<file path="config.mk">
export PLATFORM = sky130hd
export DESIGN_NAME = rx_edge_sampler
export DESIGN_NICKNAME = d
export VERILOG_FILES = /design/src/rtl/uart_rx_pkg.sv /design/src/rtl/edge_bit_counter.sv /design/src/rtl/rx_edge_sampler.sv
export SDC_FILE = /design/constraint.sdc
export NUM_CORES = 1
export LEC_CHECK = 0
export CELL_PAD_IN_SITES_DETAIL_PLACEMENT = 1
export CELL_PAD_IN_SITES_GLOBAL_PLACEMENT = 1
export CORE_MARGIN = 1
export CORE_UTILIZATION = 41
export DETAILED_ROUTE_END_ITERATION = 7
export HOLD_SLACK_MARGIN = 0.05
export PLACE_DENSITY_LB_ADDON = 0.2
export RECOVER_POWER = 25
export SYNTH_ARGS = -nofsm -noshare
export SYNTH_HDL_FRONTEND = slang
export SYNTH_SLANG_ARGS = --single-unit
export TNS_END_PERCENT = 10
</file>
<file path="constraint.sdc">
create_clock -name clk_RX -period 3.31 [get_ports clk_RX]
set_input_delay 0.662 -clock clk_RX [delete_from_list [all_inputs] [get_ports clk_RX]]
set_output_delay 0.662 -clock clk_RX [all_outputs]
set_load 0.01 [all_outputs]
</file>
<file path="src/rtl/uart_rx_pkg.sv">
// rtl/uart_rx_pkg.sv - shared defaults and helpers for the UART RX edge sampler
package uart_rx_pkg;

    localparam int DEF_PRESCALE_W = 6;
    localparam int DEF_BIT_CNT_W  = 4;
    localparam int MIN_PRESCALE   = 8;

    // Two-of-three vote; a single-cycle glitch on one sample cannot flip the bit.
    function automatic logic maj3(input logic a, input logic b, input logic c);
        return (a & b) | (a & c) | (b & c);
    endfunction

endpackage

</file>
<file path="src/rtl/edge_bit_counter.sv">
// rtl/edge_bit_counter.sv - prescale latch plus edge and bit-period counters
module edge_bit_counter
    import uart_rx_pkg::*;
#(
    parameter int PRESCALE_W = DEF_PRESCALE_W,
    parameter int BIT_CNT_W  = DEF_BIT_CNT_W
) (
    input  logic                  clk_i,
    input  logic                  rst_i,
    input  logic                  cnt_en_i,
    input  logic [PRESCALE_W-1:0] prescale_i,
    output logic [PRESCALE_W-1:0] edge_cnt_o,
    output logic [BIT_CNT_W-1:0]  bit_cnt_o,
    output logic [PRESCALE_W-1:0] mid_o
);

    localparam logic [PRESCALE_W-1:0] MIN_P = PRESCALE_W'(MIN_PRESCALE);

    logic                  en_prev_q;
    logic [PRESCALE_W-1:0] p_q, p_d;
    logic [PRESCALE_W-1:0] edge_q, edge_d;
    logic [BIT_CNT_W-1:0]  bit_q, bit_d;

    // Next-state: latch P on the rising enable, count edges, wrap into bit periods.
    always_comb begin
        p_d    = p_q;
        edge_d = edge_q;
        bit_d  = bit_q;
        if (!cnt_en_i) begin
            edge_d = '0;
            bit_d  = '0;
        end else begin
            // The first enabled edge compares against the freshly latched P.
            if (!en_prev_q) begin
                p_d = (prescale_i < MIN_P) ? MIN_P : prescale_i;
            end
            if (edge_q == p_d - PRESCALE_W'(1)) begin
                edge_d = '0;
                bit_d  = bit_q + BIT_CNT_W'(1);
            end else begin
                edge_d = edge_q + PRESCALE_W'(1);
            end
        end
    end

    // State registers with synchronous reset; P defaults to the minimum ratio.
    always_ff @(posedge clk_i) begin
        if (rst_i) begin
            en_prev_q <= 1'b0;
            p_q       <= MIN_P;
            edge_q    <= '0;
            bit_q     <= '0;
        end else begin
            en_prev_q <= cnt_en_i;
            p_q       <= p_d;
            edge_q    <= edge_d;
            bit_q     <= bit_d;
        end
    end

    assign edge_cnt_o = edge_q;
    assign bit_cnt_o  = bit_q;
    assign mid_o      = p_q >> 1;

endmodule

</file>
<file path="src/rtl/rx_edge_sampler.sv">
// rtl/rx_edge_sampler.sv - 3-sample majority voter for UART RX; RX_SYNC_EN adds a 2-flop RX_IN synchronizer
module rx_edge_sampler
    import uart_rx_pkg::*;
#(
    parameter int PRESCALE_W = DEF_PRESCALE_W,
    parameter int BIT_CNT_W  = DEF_BIT_CNT_W
) (
    input  logic                  clk_RX,
    input  logic                  rst,
    input  logic                  RX_IN,
    input  logic [PRESCALE_W-1:0] Prescale,
    input  logic                  cnt_en,
    output logic [PRESCALE_W-1:0] edge_cnt,
    output logic [BIT_CNT_W-1:0]  bit_cnt,
    output logic                  sampled_bit,
    output logic                  sample_valid
);

    logic [PRESCALE_W-1:0] mid;
    logic                  rx_s;

    edge_bit_counter #(
        .PRESCALE_W (PRESCALE_W),
        .BIT_CNT_W  (BIT_CNT_W)
    ) u_counter (
        .clk_i      (clk_RX),
        .rst_i      (rst),
        .cnt_en_i   (cnt_en),
        .prescale_i (Prescale),
        .edge_cnt_o (edge_cnt),
        .bit_cnt_o  (bit_cnt),
        .mid_o      (mid)
    );

`ifdef RX_SYNC_EN
    logic [1:0] sync_q;

    // Two-flop synchronizer, reset to the idle-high line level.
    always_ff @(posedge clk_RX) begin
        if (rst) begin
            sync_q <= 2'b11;
        end else begin
            sync_q <= {sync_q[0], RX_IN};
        end
    end

    assign rx_s = sync_q[1];
`else
    assign rx_s = RX_IN;
`endif

    logic s0_q, s0_d;
    logic s1_q, s1_d;
    logic sbit_q, sbit_d;
    logic valid_q, valid_d;

    // Capture samples at mid-1 and mid, vote with the live sample at mid+1.
    always_comb begin
        s0_d    = s0_q;
        s1_d    = s1_q;
        sbit_d  = sbit_q;
        valid_d = 1'b0;
        if (!cnt_en) begin
            // Dropping enable discards partial samples; the last voted bit stays.
            s0_d = 1'b0;
            s1_d = 1'b0;
        end else begin
            if (edge_cnt == mid - PRESCALE_W'(1)) begin
                s0_d = rx_s;
            end
            if (edge_cnt == mid) begin
                s1_d = rx_s;
            end
            if (edge_cnt == mid + PRESCALE_W'(1)) begin
                sbit_d  = maj3(s0_q, s1_q, rx_s);
                valid_d = 1'b1;
            end
        end
    end

    // Sample and result registers with synchronous reset.
    always_ff @(posedge clk_RX) begin
        if (rst) begin
            s0_q    <= 1'b0;
            s1_q    <= 1'b0;
            sbit_q  <= 1'b0;
            valid_q <= 1'b0;
        end else begin
            s0_q    <= s0_d;
            s1_q    <= s1_d;
            sbit_q  <= sbit_d;
            valid_q <= valid_d;
        end
    end

    assign sampled_bit  = sbit_q;
    assign sample_valid = valid_q;

endmodule

</file>
==> results list <==
- Run status: finished clean
* Number of warnings reported in the yosys synthesis log: 0
- Worst hold path type: reg -> reg
* Clock tree from TritonCTS: yes
* Maximum clock insertion buffer count: 2
- At the end of routability-driven placement, the weighted congestion stood at 0.814.
- Highest attainable clock frequency: 310 MHz
- Summed over all instances, the cell type with the most area after synthesis is dfxtp_1.
* Highest net fanout along the worst path: 6
- Final sum of negative setup slack: 0 ps
* Routed length per placed instance: 15.9 um
* Number of detailed-routing iterations run before antenna repair: 4
* Total setup buffers inserted after CTS: 0
- Top_reg_cell synth: dfxtp_1
* Cell type of the slowest stage on the worst timing path: or4_4
* Worst path required time: 3530 ps
- Number of synthesized register bits: 21
- At the later pin of the worst-skew pair, clock insertion delay measures 320 ps.
* Worst Skew: 3.29 ps
- Cell Area, Synth: 1510 um2
- Post-synth top area share: 27.9%
- On the final layout, the worst hold slack is 485 ps.
- Area occupied by registers: 420 um2
- From left edge to right edge, the die measures 62.6 um.
- Final Hold Violating Endpoints: 0
- Proportion of layout cells with a drive suffix above 1: 12.9%
* Proportion of synthesized chip area in sequential cells: 27.9%
- The clock net in this run drives a total of 21 sinks.
* Slew at the pin closest to its max-slew limit: 774 ps
- Overall power consumption after layout is estimated at 0.548 mW.
- Area of the die: 3920 um2
- RSZ-0062 raised after global routing: false
- Syn nets: 186
- Total power per unit cell area: 300 nW/um2
- Worst slew margin relative to its limit: 47.9%
- The number of clock buffers added by TritonCTS is 3.
- Yosys cell types: 48
- Leak Pwr: 0.673 nW
* Antenna fix cells: 0
- The placed instances occupy a cell area of 1770 um2.
- By count the netlist is led by 21 x dfxtp_1, 12 x nor2_1, 12 x xnor2_1.
- Post-synth EDFFs: 0
* # IOs: 22
* Number of nets with antenna violations after detailed routing: 0
- Quantity of I/O buffers inserted on ports: 21
- Floorplan Core Area: 3420 um2
- In the final design database the tool counted 210 nets.
- Setup violations remaining at the end of the flow were counted as 0.
* Number of global-route vias before repair: 1334
* Part of the cycle the worst path needs: 97.4%
- After filler insertion, the fill cell instance count of the layout stands at 414.
- The most common cell in the synthesized netlist is dfxtp_1.
* Max Cap Violations: 0
- Aggregate routed wire length: 3.81 mm
- The total overflow left after global routing is 0.
* Number of remaining DRC errors: 0
- The initial utilization of the core area, before any placement, comes to 44.1%.
- The worst-case IR drop observed on VDD is 0.176 mV.
- HPWL after DPL: 2.85 mm
- The smallest clock period supported by the final layout is computed as 3220 ps.
- In this run, post-CTS hold repair placed 0 buffers.
- With fillers left out, the area of the finished cells amounts to 1820 um2.
* Largest cells by area after synthesis: dfxtp_1 28%, mux2i_1 7.3%, xnor2_1 7.0%, xor2_1 4.7%, ha_1 4.2%
* Clock Pin Slew Worst Setup and Hold Paths: 130 ps
* Via/cell ratio: 5.54
- Measured along the y axis, the die boundary spans 62.6 um.
- Rows: 21
- Setup crit end kind: register
- Global-route usage over all layers: 20.6%
* Layout overhead on the synthesized area: 21.2%
- The worst setup path is launched from a primary input.
* Largest net degree at the start of global routing: 14
- Multi-input gate area: 1010 um2
* Average footprint of a synthesized cell: 8.80 um2
* Gate Count Post-Synth: 171
* Async set-or-reset flop fraction in the synthesized netlist: 0%
- Clock tree synthesis selected as its root buffer the cell clkbuf_4.
- Initial antenna violation count: 0
* Worst stage delay on the critical path: 510 ps
* Wire length of the first global-routing pass: 6.44 mm
- Critical path arrival: 3440 ps
- Total via count in the routed design: 1330
- Count of pins over their slew limit: 0
- Crit Path Category: in -> reg
- Drt initial violations: 47
- CTS built an H-tree with a depth of 1.
* Critical-path cell list: clkdlybuf4s50_1 > or4_4 > nand2_2 > ha_1 > xor2_1 > or4b_4 > a211oi_4 > nor3b_4 > buf_6 > nor3_1
==> critical path: cells and delay by family <==
kind / cells / cell delay [ps]
simple gates: 5 / 1470
fa+ha+maj: 1 / 230
xor+xnor: 1 / 170
buf+inv: 2 / 610
compound gates: 1 / 290
==> cell type report <==
cell class              count  area share, %
clock buffers               3           1.23
clock inverters             1          0.412
inverters                   4          0.823
multi-input cells         134           55.2
flip-flops and latches     21           23.0
well taps                  46           3.16
repair buffers             31           16.1
==> flip-flops by register name, summed over array words and instances (netlist names) <==
name / cells
sampled_bit: 1
u_counter.en_prev_q: 1
u_counter.bit_cnt_o: 4
s1_q: 1
u_counter.edge_cnt_o: 6
s0_q: 1
u_counter.p_q: 6
sample_valid: 1
==> placed cells by master, fill, tap and decap left out, types with 4 or more instances in the layout <==
master,netlist,routed
dfxtp_1,21,21
clkdlybuf4s50_1,0,17
nor2_1,12,12
xnor2_1,12,12
mux2i_1,11,11
nor3_1,11,11
nand2b_1,9,9
buf_4,0,9
xor2_1,8,8
nand2_1,9,8
nor2b_1,5,5
ha_1,5,5
nand3_1,4,4
nand4_1,4,4
a211oi_1,4,4
==> per-layer routing <==
layer	global-route usage, %	wire length, um
met1	25.4	1870
met2	36.0	1780
met3	4.93	128
met4	4.36	39
met5	0	0
==> metrics by stage <==
| stage | setup WS (ps) | util (%) | cells |
|---|---|---|---|
| 3_3_place_gp | -257 | 51.9 | 236 |
| 5_1_grt | 13.8 | 53.4 | 240 |
| 2_1_floorplan | 259 | - | 171 |
| 3_5_place_dp | -359 | 51.9 | 236 |
| 4_1_cts | 10.3 | 52.9 | 240 |
| 6_report | 86.6 | 53.4 | 240 |
==> where the power goes <==
group / switching [mW] / leakage, nW / total (mW) / internal (mW)
sequential: 0.0167 / 0.171 / 0.277 / 0.260
combinational: 0.0677 / 0.488 / 0.134 / 0.0658
clock: 0.0911 / 0.0139 / 0.137 / 0.0463
==> what timing repair did <==
action	in CTS	in global routing
resized for setup	1	9
pin swaps	0	2
gates cloned	0	0
endpoints found under the setup margin	1	10
==> logic make-up after synthesis <==
kind of cell / Yosys count / synth area share [%]
flops: 21 / 27.9
buf+inv: 16 / 6.07
mux: 13 / 8.81
compound gates: 25 / 13.3
fa+ha+maj: 5 / 4.16
xor+xnor: 20 / 11.6
simple gates: 71 / 28.1
==> path summary, 6_finish.rpt <==
| check | slack, ps | to | cells past startpoint | start |
|---|---|---|---|---|
| worst max-delay path | 90 | u_counter.edge_cnt_o[3]$_SDFF_PP0_ | 10 | Prescale[5] |
| worst min-delay path | 480 | u_counter.bit_cnt_o[3]$_SDFFE_PP0N_ | 2 | u_counter.bit_cnt_o[3]$_SDFFE_PP0N_ |
| worst max register to register | 460 | u_counter.edge_cnt_o[3]$_SDFF_PP0_ | 9 | u_counter.en_prev_q$_SDFF_PP0_ |
| worst min register to register | 480 | u_counter.bit_cnt_o[3]$_SDFFE_PP0N_ | 2 | u_counter.bit_cnt_o[3]$_SDFFE_PP0N_ |
Note: power is estimated with default switching activity, not from simulation.
